File: config.mk
export PLATFORM = sky130hd
export DESIGN_NAME = line_buffer_ctrl
export DESIGN_NICKNAME = d
export VERILOG_FILES = /design/src/rtl/line_buffer_ctrl.sv
export SDC_FILE = /design/constraint.sdc
export NUM_CORES = 1
export LEC_CHECK = 0
export BUFFER_PORTS_ARGS = -buffer_cell sky130_fd_sc_hd__buf_2
export CORE_ASPECT_RATIO = 1.2
export CORE_MARGIN = 2
export CORE_UTILIZATION = 35
export CTS_CLUSTER_DIAMETER = 60
export DETAILED_ROUTE_END_ITERATION = 10
export GPL_TIMING_DRIVEN = 0
export SYNTH_ARGS = -nofsm -noshare
export SYNTH_HDL_FRONTEND = slang
export SYNTH_SLANG_ARGS = --single-unit
File: constraint.sdc
create_clock -name clk -period 2.8 [get_ports clk]
set_input_delay 0.56 -clock clk [delete_from_list [all_inputs] [get_ports clk]]
set_output_delay 0.56 -clock clk [all_outputs]
set_load 0.05 [all_outputs]
File: src/rtl/line_buffer_ctrl.sv
// Raster sequencer for a two-tap line shift register feeding a 3x3 window filter.
// Define LINE_BUFFER_CTRL_FLUSH_EN to add a FLUSH state that pushes one zero line after each frame.
module line_buffer_ctrl #(
   parameter int DATA_WIDTH = 8,
   parameter int IMG_WIDTH  = 640,
   parameter int IMG_HEIGHT = 480
) (
   input  logic                          clk,
   input  logic                          rst_n,
   input  logic [DATA_WIDTH-1:0]         pix_in,
   input  logic                          pix_in_valid,
   input  logic                          pix_in_sof,
   output logic                          pix_in_ready,
   output logic [DATA_WIDTH-1:0]         shiftin,
   output logic                          shiftin_valid,
   input  logic [DATA_WIDTH-1:0]         taps1x,
   input  logic [DATA_WIDTH-1:0]         taps0x,
   output logic [DATA_WIDTH-1:0]         win_top,
   output logic [DATA_WIDTH-1:0]         win_mid,
   output logic [DATA_WIDTH-1:0]         win_bot,
   output logic                          win_valid,
   output logic [$clog2(IMG_WIDTH)-1:0]  win_x,
   output logic [$clog2(IMG_HEIGHT)-1:0] win_y,
   output logic                          frame_done
);

   localparam int XW = $clog2(IMG_WIDTH);
   localparam int YW = $clog2(IMG_HEIGHT);
   localparam logic [XW-1:0] COL_ZERO = XW'(0);
   localparam logic [XW-1:0] COL_ONE  = XW'(1);
   localparam logic [XW-1:0] COL_LAST = XW'(IMG_WIDTH - 1);
   localparam logic [YW-1:0] ROW_ZERO = YW'(0);
   localparam logic [YW-1:0] ROW_ONE  = YW'(1);
   localparam logic [YW-1:0] ROW_TWO  = YW'(2);
   localparam logic [YW-1:0] ROW_LAST = YW'(IMG_HEIGHT - 1);

   typedef enum logic [1:0] {
      ST_IDLE  = 2'd0,
      ST_FILL  = 2'd1,
      ST_RUN   = 2'd2,
      ST_FLUSH = 2'd3
   } state_t;

   state_t                state_r, state_nx_s, adv_state_s;
   logic [XW-1:0]         col_r, col_nx_s, pcol_s, adv_col_s, wx_s;
   logic [YW-1:0]         row_r, row_nx_s, prow_s, adv_row_s, wy_s;
   logic                  acc_s, fwd_s, win_s, wlast_s, last_pix_s;
   logic [DATA_WIDTH-1:0] fwd_pix_s;

   logic                  s1_win_r, s1_last_r;
   logic [XW-1:0]         s1_x_r, s2_x_r;
   logic [YW-1:0]         s1_y_r, s2_y_r;
   logic                  s2_valid_r, s2_last_r, win_last_r;
   logic [DATA_WIDTH-1:0] s2_pix_r;

`ifdef LINE_BUFFER_CTRL_FLUSH_EN
   logic ready_r;
   assign pix_in_ready = ready_r;
`else
   assign pix_in_ready = 1'b1;
`endif

   // Next-state, counter advance and forwarding decision for the pixel offered this cycle
   always_comb begin
      acc_s       = pix_in_valid & pix_in_ready;
      state_nx_s  = state_r;
      col_nx_s    = col_r;
      row_nx_s    = row_r;
      fwd_s       = 1'b0;
      fwd_pix_s   = pix_in;
      win_s       = 1'b0;
      wlast_s     = 1'b0;
      wx_s        = col_r;
      wy_s        = row_r;
      // A start-of-frame pixel always lands at (0,0), whatever the counters hold
      pcol_s      = pix_in_sof ? COL_ZERO : col_r;
      prow_s      = pix_in_sof ? ROW_ZERO : row_r;
      last_pix_s  = (pcol_s == COL_LAST) && (prow_s == ROW_LAST);
      adv_col_s   = (pcol_s == COL_LAST) ? COL_ZERO : (pcol_s + COL_ONE);
      adv_row_s   = (pcol_s == COL_LAST) ? (prow_s + ROW_ONE) : prow_s;
      if (last_pix_s) begin
`ifdef LINE_BUFFER_CTRL_FLUSH_EN
         adv_state_s = ST_FLUSH;
`else
         adv_state_s = ST_IDLE;
`endif
      end else if (adv_row_s >= ROW_TWO) begin
         adv_state_s = ST_RUN;
      end else begin
         adv_state_s = ST_FILL;
      end

      case (state_r)
         ST_IDLE: begin
            if (acc_s && pix_in_sof) begin
               fwd_s      = 1'b1;
               col_nx_s   = adv_col_s;
               row_nx_s   = adv_row_s;
               state_nx_s = adv_state_s;
            end else begin
               state_nx_s = ST_IDLE;
            end
         end
         ST_FILL, ST_RUN: begin
            if (acc_s) begin
               fwd_s      = 1'b1;
               win_s      = (prow_s >= ROW_TWO);
               wx_s       = pcol_s;
               wy_s       = prow_s - ROW_ONE;
`ifdef LINE_BUFFER_CTRL_FLUSH_EN
               wlast_s    = 1'b0;
`else
               wlast_s    = last_pix_s;
`endif
               col_nx_s   = last_pix_s ? COL_ZERO : adv_col_s;
               row_nx_s   = last_pix_s ? ROW_ZERO : adv_row_s;
               state_nx_s = adv_state_s;
            end else begin
               state_nx_s = state_r;
            end
         end
         ST_FLUSH: begin
`ifdef LINE_BUFFER_CTRL_FLUSH_EN
            fwd_s      = 1'b1;
            fwd_pix_s  = {DATA_WIDTH{1'b0}};
            win_s      = 1'b1;
            wx_s       = col_r;
            wy_s       = ROW_LAST;
            wlast_s    = (col_r == COL_LAST);
            col_nx_s   = (col_r == COL_LAST) ? COL_ZERO : (col_r + COL_ONE);
            state_nx_s = (col_r == COL_LAST) ? ST_IDLE : ST_FLUSH;
`else
            state_nx_s = ST_IDLE;
`endif
         end
         default: begin
            state_nx_s = ST_IDLE;
         end
      endcase
   end

   // State, counters and ready flag
   always_ff @(posedge clk or negedge rst_n) begin
      if (!rst_n) begin
         state_r <= ST_IDLE;
         col_r   <= COL_ZERO;
         row_r   <= ROW_ZERO;
`ifdef LINE_BUFFER_CTRL_FLUSH_EN
         ready_r <= 1'b1;
`endif
      end else begin
         state_r <= state_nx_s;
         col_r   <= col_nx_s;
         row_r   <= row_nx_s;
`ifdef LINE_BUFFER_CTRL_FLUSH_EN
         ready_r <= (state_nx_s != ST_FLUSH);
`endif
      end
   end

   // Stage 1: drive the shift register and remember the window tag of the forwarded pixel
   always_ff @(posedge clk or negedge rst_n) begin
      if (!rst_n) begin
         shiftin       <= {DATA_WIDTH{1'b0}};
         shiftin_valid <= 1'b0;
         s1_win_r      <= 1'b0;
         s1_last_r     <= 1'b0;
         s1_x_r        <= COL_ZERO;
         s1_y_r        <= ROW_ZERO;
      end else begin
         shiftin_valid <= fwd_s;
         if (fwd_s) begin
            shiftin   <= fwd_pix_s;
            s1_win_r  <= win_s;
            s1_last_r <= wlast_s;
            s1_x_r    <= wx_s;
            s1_y_r    <= wy_s;
         end
      end
   end

   // Stage 2: hold the current pixel while the taps settle on the shifted line
   always_ff @(posedge clk or negedge rst_n) begin
      if (!rst_n) begin
         s2_valid_r <= 1'b0;
         s2_last_r  <= 1'b0;
         s2_pix_r   <= {DATA_WIDTH{1'b0}};
         s2_x_r     <= COL_ZERO;
         s2_y_r     <= ROW_ZERO;
      end else begin
         s2_valid_r <= shiftin_valid & s1_win_r;
         if (shiftin_valid) begin
            s2_last_r <= s1_last_r;
            s2_pix_r  <= shiftin;
            s2_x_r    <= s1_x_r;
            s2_y_r    <= s1_y_r;
         end
      end
   end

   // Stage 3: capture the vertical window column and the end-of-frame pulse
   always_ff @(posedge clk or negedge rst_n) begin
      if (!rst_n) begin
         win_valid  <= 1'b0;
         win_last_r <= 1'b0;
         win_top    <= {DATA_WIDTH{1'b0}};
         win_mid    <= {DATA_WIDTH{1'b0}};
         win_bot    <= {DATA_WIDTH{1'b0}};
         win_x      <= COL_ZERO;
         win_y      <= ROW_ZERO;
         frame_done <= 1'b0;
      end else begin
         win_valid  <= s2_valid_r;
         win_last_r <= s2_valid_r & s2_last_r;
         frame_done <= win_valid & win_last_r;
         if (s2_valid_r) begin
            win_top <= taps0x;
            win_mid <= taps1x;
            win_bot <= s2_pix_r;
            win_x   <= s2_x_r;
            win_y   <= s2_y_r;
         end
      end
   end

endmodule

==> run summary <==
clock tree buffer depth -> 2
Antenna Cells -> 0
register bit total from synthesis -> 126
Die W -> 119 um
Setup Crit Path Kind -> primary input to flip-flop
Worst-path clk slew -> 0.06 ns
Worst path max stage delay -> 0.47 ns
Final Critical Period -> 2.72 ns
Core Rows -> 50
slowest CP cell -> or3_4
fin crit share -> 97.2%
die height -> 142 um
critical path buffer and inverter count -> 4
PD cells -> 709 nW/um^2
top cell type's share of synthesized area -> 56.5%
layout cells sized above 1 -> 35.9%
number of global-route vias before repair -> 4200
# clock sinks -> 126
Setup crit end kind -> flip-flop
measured slew at the worst slew-check pin -> 0.632 ns
full die area -> 17000 um^2
smallest hold slack -> 0.0117 ns
Post-synth ARST share -> 100%
CTS tree -> yes
Initial DRC Count -> 310
Area Growth Syn to Fin -> 27.1%
Setup Skew -> 0.00917 ns
Worst setup SP type -> primary input
Synth Cell Area -> 5580 um^2
Main synth FF type -> dfrtp_1
Antenna Violating Nets Remaining -> 0
Area contributors post-synth -> dfrtp_1 56%, mux2_2 15%, nand2_1 5.0%
hold buffers post-CTS -> 0
total power -> 5.03 mW
worst hold path type -> primary input to asynchronous set/reset pin
final core area utilization -> 45.4%
H-tree Lvls -> 4
GP Congestion -> 0.893
Initial Util -> 35.7%
first-pass GRT wire length -> 21100 um
HPWL Detailed -> 9190 um
most repeated library cell on the critical path -> or3_4
Peak VDD IR -> 398 uV
drc violations -> 0
GR Overflow Total -> 0
RSZ-0062 raised after global routing -> false
Ys Warns -> 0
unique cell type count in the Yosys netlist -> 46
Final Setup Violations -> 0
Post-synth EDFFs -> 0
DR vias -> 4078
status -> finished, final reports clean
maximum clock frequency -> 368 MHz
Placed Area -> 6300 um^2
clk_lat worst skew -> 0.41 ns
CTS Root Cell -> clkbuf_16
post-synthesis sequential area ratio -> 56.5%
Pre-antenna DRT Iters -> 5
I/O pins -> 83
top cells by count, synth -> 126 x dfrtp_1, 76 x mux2_2, 74 x nand2_1, 29 x o21ai_0, 25 x clkbuf_1
IO buf count -> 81
leakage power -> 3.52 nW
routed len/inst -> 15.7 um
Num CTS Buffers -> 17
Max-cap violations -> 0
initial antenna violation count -> 0
final instance area -> 7100 um^2
Worst Path Max Fanout -> 10
global-route usage over all layers -> 15.8%
fin. max-slew vios -> 0
largest net degree at the start of global routing -> 102
syn_area_per_cell -> 11.2 um^2
vias per inst -> 4.97
Yosys top cell by area -> dfrtp_1
Worst path top cell family by delay -> simple AND/OR/NAND/NOR gates
crit path from -> pix_in_sof
CP Cell Sequence -> clkbuf_4 > buf_8 > clkbuf_8 > buf_6 > nor2b_1 > ha_2 > nand3b_1 > or3_4 > or3_4 > a21oi_4 > nor4_4 > a32o_1
WP data arrival -> 3.02 ns
CORE AREA -> 15600 um^2
detailed-route wire length -> 12900 um
Final nets -> 634
most common cell in the netlist -> dfrtp_1
reg2reg start -> row_r[0]
Slew HR -> 57.9%
syn_nets -> 531
CP required -> 3.10 ns
Final Hold Viols -> 0
setup tns final -> 0 ns
Mapped Cells -> 497
worst register-to-register path, cell delays in order, from the launching register on:
cell and delay [ns]:
dfrtp_1 0.54, nor2b_1 0.28, ha_1 0.29, and4b_1 0.28
nand2_1 0.15, nor4_4 0.28, xnor2_2 0.13, nor4_4 0.32
a32o_1 0.20
worst paths after layout:
kind	to	slack (ns)	depth (start not counted)
max	state_r[0]	0.08	12
min	col_r[9]	0.01	1
max reg2reg	state_r[0]	0.28	8
min reg2reg	win_valid	0.38	0
max in group asynchronous	win_y[2]	2.04	2
min in group clk	shiftin[4]	0.34	3
layout make-up:
type / count / area, um^2
Clock buffer: 18 / 429
Timing Repair Buffer: 86 / 472
Clock inverter: 14 / 228
Fill cell: 1443 / 8540
Sequential cell: 126 / 3150
Buffer: 30 / 158
Tap cell: 208 / 260
Multi-Input combinational cell: 333 / 2380
Inverter: 6 / 22.5
repair_timing:
| item | CTS | global route |
|---|---|---|
| setup endpoints to repair | 15 | 8 |
| pin swaps | 3 | 6 |
| setup buffers | 1 | 3 |
| resized for setup | 10 | 21 |
metrics by stage:
| stage | setup WS [ns] | instances |
|---|---|---|
| finish | 0.0793 | 821 |
| global route | 0.000761 | 821 |
| CTS | 0.00699 | 820 |
| detailed placement | -0.790 | 787 |
| global placement | -0.777 | 786 |
| floorplan | 0.0161 | 497 |
state kept, by name, summed over array words and instances (netlist names), 9 cells and up:
signal  count
win_y       9
row_r       9
s1_y_r      9
s2_y_r      9
win_x      10
col_r      10
s1_x_r     10
s2_x_r     10
logic make-up (layout without fill, tap and decap cells):
kind of cell / Yosys count / in the layout / synth area share, %
other: 1 / 1 / 0.0672
AO/OA/AOI/OAI: 67 / 67 / 7.13
buffers and inverters: 38 / 154 / 2.62
XOR/XNOR: 4 / 4 / 0.627
adder cells (fa/ha/maj): 6 / 6 / 1.34
multiplexers: 79 / 79 / 15.9
flip-flops: 126 / 126 / 56.5
AND/OR/NAND/NOR: 176 / 176 / 15.9
power breakdown:
group          leakage (nW)  internal, mW  switching [mW]
logic                  1.50         0.184           0.292
registers              1.70          1.99           0.110
clock network         0.317          1.60           0.855
layout by cell type, fill, tap and decap left out, types with 5 or more instances in the layout:
| cell | n |
|---|---|
| a21oi_1 | 14 |
| ha_1 | 5 |
| inv_1 | 6 |
| o21ai_0 | 26 |
| inv_6 | 6 |
| nand2_1 | 74 |
| a22o_1 | 5 |
| clkbuf_1 | 19 |
| buf_4 | 5 |
| buf_1 | 6 |
| nand3_1 | 18 |
| bufinv_16 | 5 |
| nor2_1 | 22 |
| and2_1 | 5 |
| nor3_1 | 12 |
| nand2b_1 | 6 |
| buf_2 | 79 |
| nor2b_1 | 6 |
| dfrtp_1 | 126 |
| clkbuf_16 | 17 |
| mux2_2 | 76 |
routing by layer:
layer  track usage, %  wire length, um
met1             18.7             5390
met2             27.3             6600
met4             7.37              295
met5                0                0
met3             3.61              594
Note: power is estimated with default switching activity, not from simulation.
